==> src/rtl/keycode_report_rx.sv <==
`default_nettype none
// ============================================================================
//  Module   : keycode_report_rx
//  Purpose  : Assembles 8-byte HID boot-keyboard reports from a byte stream
//             and publishes modifiers/keycodes only when a report completes.
//             Reports that are interrupted, time out, or are ErrorRollOver
//             are counted in a saturating error counter.
//  Revision : 1.0  initial release
// ============================================================================
module keycode_report_rx #(
   parameter logic [15:0] TIMEOUT_CYCLES = 16'd1000
) (
   input  logic        Clk,
   input  logic        Reset_n,
   input  logic [7:0]  byte_data,
   input  logic        byte_sof,
   input  logic        byte_valid,
   output logic        byte_ready,
   output logic [31:0] keycode,
   output logic [7:0]  modifiers,
   output logic        report_valid,
   output logic        key_overflow,
   output logic [7:0]  err_count
);

   typedef enum logic [1:0] {
      ST_IDLE    = 2'd0,
      ST_COLLECT = 2'd1,
      ST_COMMIT  = 2'd2
   } state_t;

   state_t      state_q,   state_d;
   logic [2:0]  idx_q,     idx_d;
   logic [15:0] tcnt_q,    tcnt_d;
   logic [7:0]  buf_q [8];
   logic [7:0]  buf_d [8];
   logic [31:0] keycode_q, keycode_d;
   logic [7:0]  mod_q,     mod_d;
   logic        valid_q,   valid_d;
   logic        ovf_q,     ovf_d;
   logic [7:0]  err_q,     err_d;

   logic        w_accept;
   logic        w_err_inc;
   logic        w_rollover;
   logic [16:0] w_tcnt_inc;

   // Ready is forced high while reset is asserted so upstream never stalls on reset.
   assign byte_ready = !Reset_n || (state_q != ST_COMMIT);
   assign w_accept   = byte_valid && byte_ready;
   assign w_tcnt_inc = {1'b0, tcnt_q} + 17'd1;

   // Byte 7 arrives in the same cycle the report is judged, so it is taken from the bus.
   assign w_rollover = (buf_q[2] == 8'h01) && (buf_q[3] == 8'h01) &&
                       (buf_q[4] == 8'h01) && (buf_q[5] == 8'h01) &&
                       (buf_q[6] == 8'h01) && (byte_data == 8'h01);

   // Next-state logic: report assembly, abort detection and commit of outputs.
   always_comb begin
      state_d   = state_q;
      idx_d     = idx_q;
      tcnt_d    = tcnt_q;
      buf_d     = buf_q;
      keycode_d = keycode_q;
      mod_d     = mod_q;
      valid_d   = 1'b0;
      ovf_d     = ovf_q;
      err_d     = err_q;
      w_err_inc = 1'b0;

      case (state_q)
         ST_IDLE: begin
            idx_d  = 3'd0;
            tcnt_d = 16'd0;
            // Non-sof bytes here are stray fragments and are dropped.
            if (w_accept && byte_sof) begin
               buf_d[0] = byte_data;
               idx_d    = 3'd1;
               state_d  = ST_COLLECT;
            end
         end

         ST_COLLECT: begin
            if (w_accept) begin
               tcnt_d = 16'd0;
               if (byte_sof) begin
                  // A fresh report start abandons the one in progress.
                  w_err_inc = 1'b1;
                  buf_d[0]  = byte_data;
                  idx_d     = 3'd1;
               end else begin
                  buf_d[idx_q] = byte_data;
                  idx_d        = idx_q + 3'd1;
                  if (idx_q == 3'd7) begin
                     state_d = ST_COMMIT;
                     idx_d   = 3'd0;
                     if (w_rollover) begin
                        w_err_inc = 1'b1;
                     end else begin
                        keycode_d = {buf_q[5], buf_q[4], buf_q[3], buf_q[2]};
                        mod_d     = buf_q[0];
                        ovf_d     = (buf_q[6] != 8'h00) || (byte_data != 8'h00);
                        valid_d   = 1'b1;
                     end
                  end
               end
            end else if (w_tcnt_inc >= {1'b0, TIMEOUT_CYCLES}) begin
               w_err_inc = 1'b1;
               state_d   = ST_IDLE;
               idx_d     = 3'd0;
               tcnt_d    = 16'd0;
            end else begin
               tcnt_d = w_tcnt_inc[15:0];
            end
         end

         ST_COMMIT: begin
            state_d = ST_IDLE;
            idx_d   = 3'd0;
            tcnt_d  = 16'd0;
         end

         default: begin
            state_d = ST_IDLE;
            idx_d   = 3'd0;
            tcnt_d  = 16'd0;
         end
      endcase

      if (w_err_inc && (err_q != 8'hFF)) begin
         err_d = err_q + 8'd1;
      end
   end

   // State and output registers with synchronous active-low reset.
   always_ff @(posedge Clk) begin
      if (!Reset_n) begin
         state_q   <= ST_IDLE;
         idx_q     <= 3'd0;
         tcnt_q    <= 16'd0;
         for (int i = 0; i < 8; i++) begin
            buf_q[i] <= 8'h00;
         end
         keycode_q <= 32'h0;
         mod_q     <= 8'h0;
         valid_q   <= 1'b0;
         ovf_q     <= 1'b0;
         err_q     <= 8'h0;
      end else begin
         state_q   <= state_d;
         idx_q     <= idx_d;
         tcnt_q    <= tcnt_d;
         buf_q     <= buf_d;
         keycode_q <= keycode_d;
         mod_q     <= mod_d;
         valid_q   <= valid_d;
         ovf_q     <= ovf_d;
         err_q     <= err_d;
      end
   end

   assign keycode      = keycode_q;
   assign modifiers    = mod_q;
   assign report_valid = valid_q;
   assign key_overflow = ovf_q;
   assign err_count    = err_q;

endmodule
`default_nettype wire

==> config.mk <==
export PLATFORM = sky130hd
export DESIGN_NAME = keycode_report_rx
export DESIGN_NICKNAME = d
export VERILOG_FILES = /design/src/rtl/keycode_report_rx.sv
export SDC_FILE = /design/constraint.sdc
export NUM_CORES = 1
export LEC_CHECK = 0
export CORE_UTILIZATION = 48
export DETAILED_ROUTE_END_ITERATION = 16
export MAX_ROUTING_LAYER = met4
export PLACE_DENSITY = 0.71
export SLEW_MARGIN = 20
export SYNTH_ARGS = -nofsm -noshare
export SYNTH_HDL_FRONTEND = slang
export SYNTH_SLANG_ARGS = --single-unit
==> constraint.sdc <==
create_clock -name Clk -period 2.8 [get_ports Clk]
set_input_delay 0.56 -clock Clk [delete_from_list [all_inputs] [get_ports Clk]]
set_output_delay 0.56 -clock Clk [all_outputs]
set_load 0.1 [all_outputs]
# ---- Yosys cells after proc, flatten, opt, wreduce, memory -nomap -nowiden
# Cells that the tools add are included.
dict set report classes {
  shifts 0
  mux 27
  n_div 0
  n_addsub 3
  n_bitwise 7
  n_lt_le_gt_ge 3
  n_mul 0
  eq_ne 15
  n_reduce_logical 22
}
# cell count
set op_table {}
lappend op_table {{bitwise mux 64 bit} 1}
lappend op_table {{2-to-1 mux 64 bit} 1}
lappend op_table {{2-to-1 mux 56 bit} 1}
lappend op_table {{== test 8 x 1 -> 1 bit, second input constant} 6}
lappend op_table {{demux 8 bit (select 3 bit)} 1}
lappend op_table {{2-to-1 mux 8 bit} 3}
lappend op_table {{adder 16 x 1 -> 17 bit, second input constant} 1}
lappend op_table {{greater-or-equal comparator 17 x 10 -> 1 bit, second input constant} 1}
lappend op_table {{one-hot mux 8 bit (2 select lines)} 1}
lappend op_table {{nonzero test 8 bit} 2}
lappend op_table {{2-to-1 mux 3 bit} 4}
lappend op_table {{2-to-1 mux 2 bit} 5}
lappend op_table {{logical AND 1 bit} 9}
lappend op_table {{!= test 3 bit, second input constant} 3}
lappend op_table {{adder 8 x 1 -> 8 bit, second input constant} 1}
lappend op_table {{2-to-1 mux 1 bit} 8}
lappend op_table {{!= test 8 bit, second input constant} 1}
lappend op_table {{!= test 2 bit, second input constant} 3}
lappend op_table {{inverter 1 bit} 6}
lappend op_table {{one-hot mux 3 bit (2 select lines)} 1}
lappend op_table {{AND reduction 3 bit} 2}
lappend op_table {{AND reduction 5 bit} 1}
lappend op_table {{OR reduction 5 bit} 1}
lappend op_table {{greater-or-equal comparator 4 bit, second input constant} 1}
lappend op_table {{12 further kinds} 13}
dict set report word_totals {
  ram_bits 0
  rom_bits 0
  memories 0
  regBits 135
  latchBits 0
  wordCells 93
}

# ---- Logic depth before layout (Yosys ltp)
dict set report logic_depth {
  word_depth 12
  depth_mapped 9
  depth_no_buf 9
}

# ---- Worst setup path after synthesis
# Ideal clock, no wire load.
dict set report synth_path {
  kind {reg-to-reg}
  startpoint {reg buf_q[45] (netlist name)}
  endpoint {reg err_q[3], in the netlist err_count[3]}
  n_path_buf 0
  slack_ns 0.505
  setup_ns 0.122
  t_arrival_ns 2.173
  path_stages_with_launch 8
  cell_sequence {dfxtp_1 > or4b_1 > or4_4 > nor4_4 > nor2_1 > a31oi_4 > nand4_1 > mux2i_1}
}
dict set report synth_via {
  elab_chain_len 12
}
# item line_no
set synth_rtl {}
lappend synth_rtl {{start: declaration} 35} ;# logic [7:0] buf_q [8];
lappend synth_rtl {{start signal: assignment} 153} ;# buf_q <= buf_d;
lappend synth_rtl {{== test 8 x 1 -> 1 bit} 54} ;# assign w_rollover = (buf_q[2] == 8'h01) && (buf_q[3] == 8'h01) &&
lappend synth_rtl {{logical AND 1 bit (2 in a row)} 54}
lappend synth_rtl {{logical AND 1 bit (2 in a row)} 55} ;# (buf_q[4] == 8'h01) && (buf_q[5] == 8'h01) &&
lappend synth_rtl {{logical AND 1 bit} 56} ;# (buf_q[6] == 8'h01) && (byte_data == 8'h01);
lappend synth_rtl {{2-to-1 mux 1 bit} 97} ;# if (w_rollover) begin
lappend synth_rtl {{2-to-1 mux 1 bit} 94} ;# if (idx_q == 3'd7) begin
lappend synth_rtl {{2-to-1 mux 1 bit} 86} ;# if (byte_sof) begin
lappend synth_rtl {{2-to-1 mux 1 bit} 84} ;# if (w_accept) begin
lappend synth_rtl {{2-to-1 mux 1 bit} 71} ;# case (state_q)
lappend synth_rtl {{logical AND 1 bit} 130} ;# if (w_err_inc && (err_q != 8'hFF)) begin
lappend synth_rtl {{end signal: assignment} 158} ;# err_q <= err_d;
lappend synth_rtl {{end: declaration} 41} ;# logic [7:0] err_q, err_d;
# Every way passes these cells.
# A chain may end at the register's enable or synchronous reset.

# ---- Worst setup path in the final report
dict set report layout_path {
  startpoint {reg idx_q[0]}
  endpoint {reg err_q[3], in the netlist err_count[3]}
}
dict set report layout_via {
  elab_chain_len 6
}
# item line_no
set layout_rtl {}
lappend layout_rtl {{start: declaration} 33} ;# logic [2:0] idx_q, idx_d;
lappend layout_rtl {{start signal: assignment} 151} ;# idx_q <= idx_d;
lappend layout_rtl {{== test 3 bit} 94}
lappend layout_rtl {{2-to-1 mux 1 bit} 94}
lappend layout_rtl {{2-to-1 mux 1 bit} 86}
lappend layout_rtl {{2-to-1 mux 1 bit} 84}
lappend layout_rtl {{2-to-1 mux 1 bit} 71}
lappend layout_rtl {{logical AND 1 bit} 130}
# Every way passes these cells.

==> metrics.md <==
| Metric | Value |
|---|---|
| Outcome | `finished clean` |
| Setup tns final | `0 ns` |
| Layout cells sized above 1 | `0.184` |
| Largest net degree at the start of global routing | `48` |
| Critical R2R Launch | `idx_q[0]$_SDFFE_PN0P_` |
| Top cells by count, synth | `dfxtp_1 (119), nor2_1 (103), mux2i_1 (86)` |
| Int Pwr | `roughly 3.2 mW` |
| Most frequent CP cell | `ha_1` |
| Min-Delay Endpoint | `buf_q[36]$_SDFFE_PN0P_` |
| # Max-Cap Violations | `0` |
| Post-synth top area share | `0.503` |
| Post-cts resize count | `0` |
| CTS Buf Count | `17` |
| Comb pwr share | `0.033` |
| 1st-iter DRT viols | `around 130` |
| Vias | `3776` |
| First-pass GRT wire length | `~17 mm` |
| Seq cells post-synth | `119` |
| Clock buffer depth | `2` |
| Cell row count | `35` |
| Post-CTS setup buffers | `0` |
| Avg Cell Area, Syn | `9.64 um2` |
| Final Hold Fails | `0` |
| Dominant synthesized flop cell | `dfxtp_1` |
| Initial Util | `0.503` |
| Ports | `63` |
| R2R depth | `9` |
| DR WL/cell | `14.7 um` |
| Max-slew headroom | `0.612` |
| Setup violators final | `0` |
| RSZ-0062 raised after global routing | `no` |
| Req. time, crit path | `3.20 ns` |
| GPL Wtd Cong | `around 0.88` |
| Fmax | `403 MHz` |
| FF-to-FF End | `err_count[3]$_SDFFE_PN0P_` |
| R2R Setup Slk | `0.32 ns` |
| Placed Area | `5560 um2` |
| Worst min path class | `flop to flop` |
| Post-DP HPWL | `7.22 mm` |
| Setup Skew | `0.0105 ns` |
| Sequential share of the synthesized area | `0.503` |
| Cell taking the most area after synthesis | `dfxtp_1` |
| Count of different cell masters after synthesis | `just under 50` |
| Core Region | `9420 um2` |
| Synth area leaders | `dfxtp_1 (50%), mux2i_1 (18%), nor2_1 (8.2%)` |
| EDFF count, synth | `0` |
| Vias in the first global route | `3359` |
| Crit path kind | `flop to flop` |
| Area Overhead vs Synth | `29.9%` |
| Post-route cell area | `6150 um2` |
| CTS sink count | `119` |
| Die width | `101 um` |
| Layout fillers | `about 770` |
| Fraction of registers with async set/reset | `0` |
| Root buffer cell | `clkbuf_8` |
| Fin crit period | `about 2.5 ns` |
| Syn. warnings | `0` |
| Sw frac | `0.214` |
| Slowest cell on crit path | `dfxtp_1` |
| H-tree Lvls | `4` |
| Post-route ant nets | `0` |
| Worst-Skew Late Latency | `0.52 ns` |
| Hold path start | `buf_q[36]$_SDFFE_PN0P_` |
| PortBufs | `62` |
| Synth Instances | `491` |
| Flop pwr share | `0.429` |
| CP Cell Sequence | `ha_1 -> ha_1 -> nand4b_1 -> or4_4 -> nor4_4 -> nor2_1 -> a31oi_4 -> nand4_1 -> mux2i_1` |
| Pwr/cell area | `~650 nW/um2` |
| Nets | `between 500 and 600` |
| 1st-pass router iterations | `4` |
| Peak supply drop | `0.376 mV` |
| Worst-path clk slew | `about 0.060 ns` |
| Most numerous cell in the Yosys netlist | `dfxtp_1` |
| DR vias/cell | `about 5.3` |
| Die area | `slightly above 10000 um2` |
| CTS tree | `yes` |
| GRT overflow | `0` |
| DRC | `0` |
| Number of antenna diodes | `0` |
| Part of the cycle the worst path needs | `0.885` |
| Die Span Y | `about 100 um` |
| Hold buffer count at CTS | `0` |
| WP data arrival | `2.88 ns` |
| Tot GR Track Use | `0.218` |
| Hold Crit Depth | `2` |
| Crit end category | `flop` |
| Worst slew pin tran | `0.582 ns` |
| Mapped Area | `4730 um2` |
| Net Switching | `0.859 mW` |
| Initial antenna violation count | `0` |
| Clock power share | `0.538` |
| Critical path fanouts, max | `8` |
| CP max stage delay | `0.44 ns` |
| Drt total wl | `10.5 mm` |
| Slew Viols, Final | `0` |
| P_leak | `2.51 nW` |
| Final core occ | `0.653` |
| Setup crit start kind | `flop` |
==> logic make-up (layout without fill, tap and decap cells) <==
family / Yosys count / count (layout) / share of synthesized area
AO/OA/AOI/OAI: 34 / 34 / 0.0505
XOR/XNOR: 11 / 11 / 0.0204
adder cells (fa/ha/maj): 4 / 4 / 0.0106
buffers and inverters: 31 / 123 / 0.0256
flip-flops: 119 / 119 / 0.503
multiplexers: 86 / 86 / 0.182
other: 1 / 6 / 0.000792
AND/OR/NAND/NOR: 205 / 205 / 0.207
==> layer usage <==
metal  GRT usage  share of wire  wire (um)
met1       0.275           0.47       4920
met2       0.342           0.48       5050
met3      0.0531          0.045        470
met4      0.0769         0.0090         95
met5           -              0          0
==> through the flow <==
step                instances  total power, mW  setup slack (ns)  hold slack (ns)
global placement          687             1.89            0.0279            0.452
global route              717             4.14            0.0767            0.501
detailed placement        687             1.89           -0.0390            0.472
floorplan                 496             1.82             0.505            0.440
finish                    717             4.01             0.322            0.477
CTS                       717             4.06             0.329            0.479
==> power by group through the flow <==
stage          combinational [mW]  clock (mW)  sequential, mW
2_1_floorplan              0.0608           0            1.76
3_3_place_gp                0.130           0            1.76
3_5_place_dp                0.132           0            1.76
4_1_cts                     0.132        2.20            1.72
5_1_grt                     0.142        2.27            1.72
6_report                    0.132        2.16            1.72
==> placed cells by master (no fill, tap or decap), types with 5 or more instances in the layout <==
cell type and count:
nand2_1 31, mux2i_1 86, nor4_1 11, clkbuf_16 16, nor2_1 103, buf_12 5, buf_4 67, nand2b_1 5
clkdlybuf4s50_1 11, nand4_1 6, nor3_1 7, inv_1 8, and3_1 9, nand3_1 12, xnor2_1 10, a21oi_1 11
conb_1 6, dfxtp_1 119
==> flip-flops by register name, indices dropped and copies added (netlist names) <==
signal and cells:
key_overflow 1, keycode 32, modifiers 8, tcnt_q 16, report_valid 1, err_count 8
idx_q 3, state_q 2, buf_q 48
==> worst max path at each step <==
stage,start,end,slack (ns)
floorplan,buf_q[45]$_SDFFE_PN0P_,err_count[3]$_SDFFE_PN0P_,0.50
global placement,byte_data[2],err_count[1]$_SDFFE_PN0P_,0.03
detailed placement,byte_data[7],err_count[3]$_SDFFE_PN0P_,-0.04
CTS,idx_q[0]$_SDFFE_PN0P_,err_count[3]$_SDFFE_PN0P_,0.33
global route,idx_q[0]$_SDFFE_PN0P_,err_count[1]$_SDFFE_PN0P_,0.08
finish,idx_q[0]$_SDFFE_PN0P_,err_count[3]$_SDFFE_PN0P_,0.32
==> worst max-delay path, delay by kind of cell (launching register included) <==
kind	cells	cell delay [ns]
fa+ha+maj	2	0.42
flops	1	0.44
simple gates	5	1.05
mux	1	0.14
compound gates	1	0.32
==> final cells by class <==
class / count / area, um2 / area share
Timing Repair Buffer: 83 / 713 / 0.116
Clock buffer: 19 / 442 / 0.0718
Sequential cell: 119 / 2380 / 0.387
Tap cell: 129 / 161 / 0.0262
Inverter: 10 / 37.5 / 0.00610
Clock inverter: 11 / 149 / 0.0242
Multi-Input combinational cell: 346 / 2270 / 0.368
Note: power is estimated with default switching activity, not from simulation.
